### src/rtl/des_key_rotator.sv
// des_key_rotator: sequential DES key-schedule engine streaming rotated C||D
// round values with valid/ready flow control and encrypt/decrypt modes.
module des_key_rotator #(
    parameter int          N         = 28,
    parameter int          ROUNDS    = 16,
    parameter logic [31:0] SHIFT_MAP = 32'h0000_7EFC,
    parameter int          RW        = $clog2(ROUNDS)
) (
    input  logic            clk,
    input  logic            rst_n,
    input  logic            key_valid,
    output logic            key_ready,
    input  logic [0:2*N-1]  key_in,
    input  logic            decrypt,
    input  logic            abort,
    output logic            sub_valid,
    input  logic            sub_ready,
    output logic [0:2*N-1]  sub_cd,
    output logic [RW-1:0]   sub_round,
    output logic            sub_last,
    output logic            busy
);
    typedef enum logic {IDLE, EMIT} state_t;

    state_t         state, state_nxt;
    logic           mode, accept, adv, fin, rot_mode;
    logic [RW-1:0]  rot_round;
    logic [1:0]     rot_k;
    logic [0:2*N-1] rot_src, rot_out;

    function automatic logic [0:N-1] rot_half(input logic [0:N-1] h, input logic [1:0] k, input logic r);
        return r ? (h >> k) | (h << (N - int'(k))) : (h << k) | (h >> (N - int'(k)));
    endfunction

    // Decrypt walks the encrypt schedule backwards: round 0 is the unrotated key.
    function automatic logic [1:0] shift_of(input logic [RW-1:0] r, input logic m);
        logic [4:0] e;
        e = m ? 5'(ROUNDS - int'(r)) : 5'(r);
        return (m && r == '0) ? 2'd0 : (SHIFT_MAP[e] ? 2'd2 : 2'd1);
    endfunction

    assign key_ready = state == IDLE;
    assign busy      = state != IDLE;
    assign sub_last  = sub_round == RW'(ROUNDS - 1);

    always_comb begin
        accept    = key_valid && state == IDLE && !abort;
        adv       = state == EMIT && sub_valid && sub_ready && !sub_last && !abort;
        fin       = state == EMIT && sub_valid && sub_ready && sub_last && !abort;
        rot_round = accept ? '0 : sub_round + RW'(1);
        rot_mode  = accept ? decrypt : mode;
        rot_src   = accept ? key_in : sub_cd;
        rot_k     = shift_of(rot_round, rot_mode);
        rot_out   = {rot_half(rot_src[0:N-1], rot_k, rot_mode), rot_half(rot_src[N:2*N-1], rot_k, rot_mode)};
        state_nxt = abort ? IDLE : accept ? EMIT : fin ? IDLE : state;
    end

    always_ff @(posedge clk or negedge rst_n) begin
        if (!rst_n) state <= IDLE;
        else        state <= state_nxt;
    end

    always_ff @(posedge clk or negedge rst_n) begin
        if (!rst_n) begin
            sub_valid <= 1'b0;
            sub_cd    <= '0;
            sub_round <= '0;
            mode      <= 1'b0;
        end else if (abort) begin
            sub_valid <= 1'b0;
            sub_round <= '0;
        end else if (accept) begin
            mode      <= decrypt;
            sub_cd    <= rot_out;
            sub_round <= '0;
            sub_valid <= 1'b1;
        end else if (adv) begin
            sub_cd    <= rot_out;
            sub_round <= rot_round;
        end else if (fin) begin
            sub_valid <= 1'b0;
        end
    end
endmodule

### config.mk
export PLATFORM = sky130hd
export DESIGN_NAME = des_key_rotator
export DESIGN_NICKNAME = d
export VERILOG_FILES = /design/src/rtl/des_key_rotator.sv
export SDC_FILE = /design/constraint.sdc
export NUM_CORES = 1
export LEC_CHECK = 0
export CAP_MARGIN = 40
export CORE_ASPECT_RATIO = 1.25
export CORE_MARGIN = 2
export CORE_UTILIZATION = 55
export CTS_BUF_LIST = sky130_fd_sc_hd__clkbuf_8
export DETAILED_ROUTE_END_ITERATION = 8
export PLACE_DENSITY = 0.92
export SLEW_MARGIN = 20
export SYNTH_ARGS = -nofsm -noshare
export SYNTH_HDL_FRONTEND = slang
export SYNTH_SLANG_ARGS = --single-unit
### constraint.sdc
create_clock -name clk -period 8.1 [get_ports clk]
set_clock_uncertainty 0.15 [all_clocks]
set_input_delay 2.43 -clock clk [delete_from_list [all_inputs] [get_ports clk]]
set_output_delay 2.43 -clock clk [all_outputs]
set_load 0.02 [all_outputs]
==> results <==
- The cell with the most instances after synthesis is sky130_fd_sc_hd__nand2_1.
- From bottom edge to top edge, the die measures 111 um.
- Total power for the finished layout comes to 2.16 mW.
- The critical path goes through clkdlybuf4s50_1 -> or3b_4 -> buf_4 -> o21ai_0 -> a211oi_4 -> o21ai_1 -> o21ai_4 -> buf_4 -> nand3_1 -> a31oi_1 -> o21ai_0.
- The post-CTS setup repair buffer count is 0.
- The quantity of gates resized following cts is 0.
- The routed design has 17.4 mm of wire.
- The global-route usage over all layers is 35.0%.
- The library cell with the largest summed area after synthesis is sky130_fd_sc_hd__dfrtp_1.
- Once detail routing completed, the nets flagged for antenna violations numbered 0.
- The floorplan die width is 89.6 um.
- By area the synthesized netlist is led by sky130_fd_sc_hd__dfrtp_1 (31%), sky130_fd_sc_hd__mux2i_1 (12%), sky130_fd_sc_hd__nand2_1 (10%).
- The minimum clock period is 6.43 ns.
- The share of final-layout standard cells stronger than drive strength 1 is 5.45%.
- In this run the register-to-register setup slack is 3.93 ns.
- The number of buffers inserted during clock tree synthesis is 9.
- The first-pass detailed-route iteration total is 9.
- Hold timing on the final database bottoms out at a slack of 0.363 ns.
- The post-route setup TNS is 0 ns.
- The DRC violations left is 0.
- The routability-driven placement congestion ratio is 0.948.
- The I/O pin count is 126.
- The netlist uses 55 different library cells.
- For the worst-skew pair, the clock arrives at the later sink with an insertion delay of 0.37 ns.
- The effective utilization at floorplan is 55.8%.
- The number of buffer and inverter instances along the worst setup path is 3.
- The class of the tightest hold or removal check is flop to flop.
- The footprint of the flip-flops and latches is 1580 sq um.
- The worst reg2reg path endpoint is sub_cd[32].
- The peak clock frequency supported by timing is 156 MHz.
- Each instance of the synthesized netlist takes up on average 7.53 sq um.
- The count of filler cells inserted in the layout is 669.
- The longest clock path from root to sink contains 2 buffers.
- The final-report max-slew violation count was 0.
- After synthesis the cells add up to 5040 sq um.
- The total via count after detailed routing is 5957.
- The count of synthesis-stage warnings from yosys is 0.
- The H-tree was split into 3 levels.
- The wire length of the first global-routing pass is 27.5 mm.
- The number of antenna violations at the first check in global routing is 0.
- The number of buffers added to fix hold violations after cts is 0.
- The critical path startpoint is abort.
- The number of sinks handled by clock tree synthesis is 63.
- The critical path required time is 8.19 ns.
- The slew at the pin with the worst max-slew slack is 0.862 ns.
- The largest net degree at the start of global routing is 64.
- The type of the setup path with the least slack is primary input to flop.
- The delay of the slowest cell on the worst path is 0.63 ns.
- The kind of end point of the critical path is a flop.
- Dividing the detail-routed wire length by the instance count gives 19.5 um.
- The worst slew slack as a fraction of its limit is 42.4%.
- The number of global-route vias before repair came to 5760.
- Dividing the final minimum period by the clock period gives 79.4%.
- The number of nets in the final layout is 830.
- The worst register-to-register path has a depth of 10.
- The total power divided by cell area is 329 nW/um^2.
- The mean number of vias per cell is 6.67.
- The number of maximum-capacitance violations is 0.
- The number of inserted diodes is 0.
- The die covers 9940 sq um.
- Setup repair after global routing left no endpoint under its margin.
- The most frequently used flop master after synthesis is sky130_fd_sc_hd__dfrtp_1.
- The path length in cells of the critical path is 11.
- The total setup violations reported at the end of the flow is 0.
- The number of nets in the synthesized netlist is 733.
- The worst IR drop on VDD is 0.000163 V.
- The run finished with clean final reports.
- The analysis attributes to cell leakage a power of 2.86 nW.
- The category of cells accounting for the largest share of critical-path delay is buffers and inverters.
- The area of the core region is 9030 sq um.
- In the synthesized netlist, the cells that appear most often are sky130_fd_sc_hd__nand2_1 (139), sky130_fd_sc_hd__a21oi_1 (93), sky130_fd_sc_hd__dfrtp_1 (63).
- The share of synthesized flip-flops with an asynchronous set or reset is 100%.
- CTS placed an instance of sky130_fd_sc_hd__clkbuf_8 at the clock tree root.
- After technology mapping, the gate count stands at 669.
- After the first detailed-routing iteration, the DRC count stood at 748.
- The fraction of post-synthesis cell area in the top cell type by area is 31.3%.
- The HPWL reported at the end of detailed placement is 11.7 mm.
- The TritonCTS clock tree is built.
- The remaining global-route overflow is 0.
- The area used by multi-input combinational logic is 3210 sq um.
- The kind of start point of the critical path is a primary input.
- The end-of-flow core utilization is 72.7%.
- For this design, the slowest cell found on the critical path is sky130_fd_sc_hd__clkdlybuf4s50_1.
- The number of flops mapped to enable cells by yosys is 0.
- At the worst endpoint, the arrival time is 6.52 ns.
- Clock-pin slew was measured on the worst setup and hold paths at 0.07 ns.
- The critical path endpoint is sub_cd[32].
- The sequential-to-total area share from yosys stat is 31.3%.
- The count of endpoints failing hold in the final timing report is 0.
- Row generation in the floorplan step produced 39 rows.
- The launch point of the worst reg-to-reg path is busy.
- The flip-flop and latch count after synthesis is 63.
- The maximum fanout along the worst path is 44.
- Port buffering added 125 buffers.
- Compared with the post-synthesis result, the final layout area differs by 30.3%.
-- power by group --
| part | leakage [nW] | total (mW) | internal (mW) | switching, mW |
|---|---|---|---|---|
| combinational | 1.97 | 1.23 | 0.508 | 0.725 |
| sequential | 0.761 | 0.578 | 0.444 | 0.133 |
| clock | 0.127 | 0.352 | 0.219 | 0.133 |
-- layout by cell type (no fill, tap or decap), types with 3 or more instances in the layout --
master | Yosys | routed
sky130_fd_sc_hd__nand2b_1 | 5 | 5
sky130_fd_sc_hd__nand3b_1 | 3 | 3
sky130_fd_sc_hd__o21ai_0 | 44 | 44
sky130_fd_sc_hd__a211oi_1 | 5 | 5
sky130_fd_sc_hd__a22oi_1 | 6 | 6
sky130_fd_sc_hd__nand2_1 | 139 | 139
sky130_fd_sc_hd__o22a_1 | 4 | 4
sky130_fd_sc_hd__dfrtp_1 | 63 | 63
sky130_fd_sc_hd__o211ai_1 | 6 | 6
sky130_fd_sc_hd__o31ai_1 | 4 | 4
sky130_fd_sc_hd__a32o_1 | 3 | 3
sky130_fd_sc_hd__nor3_1 | 27 | 27
sky130_fd_sc_hd__a21o_1 | 4 | 3
sky130_fd_sc_hd__buf_4 | 3 | 10
sky130_fd_sc_hd__mux2i_1 | 60 | 60
sky130_fd_sc_hd__inv_1 | 5 | 6
sky130_fd_sc_hd__bufinv_16 | 0 | 3
sky130_fd_sc_hd__nand3_1 | 41 | 41
sky130_fd_sc_hd__a32oi_1 | 6 | 6
sky130_fd_sc_hd__nor2_1 | 31 | 30
sky130_fd_sc_hd__clkdlybuf4s50_1 | 0 | 124
sky130_fd_sc_hd__a21oi_1 | 93 | 92
sky130_fd_sc_hd__xnor2_1 | 5 | 5
sky130_fd_sc_hd__clkbuf_8 | 0 | 11
sky130_fd_sc_hd__o22ai_1 | 7 | 7
sky130_fd_sc_hd__a31oi_1 | 16 | 16
-- metal layers --
metal,share of wire [%],track usage [%],vias up,routed length [um]
li1,-,-,2640,-
met4,5.4,18.8,0,937
met1,36,42.4,2725,6210
met2,48,55.9,481,8360
met5,0,0,-,0
met3,11,8.64,111,1880
-- cells by family after synthesis --
family / share of synthesized area [%]
compound gates: 26.8
xor+xnor: 1.22
fa+ha+maj: 0.497
buf+inv: 5.39
flops: 31.3
mux: 11.9
simple gates: 22.9
-- worst register-to-register path, cell delays in order, from the launching register on --
cell,delay (ns)
sky130_fd_sc_hd__dfrtp_1,0.46
sky130_fd_sc_hd__or3b_4,0.55
sky130_fd_sc_hd__buf_4,0.57
sky130_fd_sc_hd__o21ai_0,0.29
sky130_fd_sc_hd__a211oi_4,0.46
sky130_fd_sc_hd__o21ai_1,0.23
sky130_fd_sc_hd__o21ai_4,0.28
sky130_fd_sc_hd__buf_4,0.48
sky130_fd_sc_hd__nand3_1,0.21
sky130_fd_sc_hd__a31oi_1,0.23
sky130_fd_sc_hd__o21ai_0,0.13
-- cell type report --
type	count	area share [%]
Sequential cell	63	24.0
Timing Repair Buffer	137	20.8
Inverter	5	0.286
Clock inverter	4	1.43
Tap cell	123	2.34
Multi-Input combinational cell	550	48.8
Clock buffer	11	2.31
-- per-stage QoR --
step | instance area [sq um] | std cells | worst slack (ns)
after floorplan | 5040 | 669 | 2.20
after global placement | 6270 | 875 | 1.53
after detailed placement | 6290 | 877 | 1.40
after CTS | 6540 | 892 | 1.74
after global routing | 6560 | 893 | 1.53
final | 6560 | 893 | 1.67
-- registers in the layout, indices dropped and copies added (netlist names) --
| name | count |
|---|---|
| sub_valid | 1 |
| sub_cd | 56 |
| busy | 1 |
| sub_round | 4 |
| mode | 1 |
-- how the worst min path moves through the flow --
stage / start / end / cells after the start / slack, ns
2_1_floorplan: sub_cd[54] / sub_cd[54] / 2 / 0.46
3_3_place_gp: sub_cd[55] / sub_cd[55] / 2 / 0.35
3_5_place_dp: sub_cd[54] / sub_cd[54] / 2 / 0.35
4_1_cts: sub_cd[55] / sub_cd[55] / 2 / 0.37
5_1_grt: sub_cd[54] / sub_cd[54] / 2 / 0.40
6_report: sub_cd[55] / sub_cd[55] / 2 / 0.36
(Power assumes the default switching activity.)
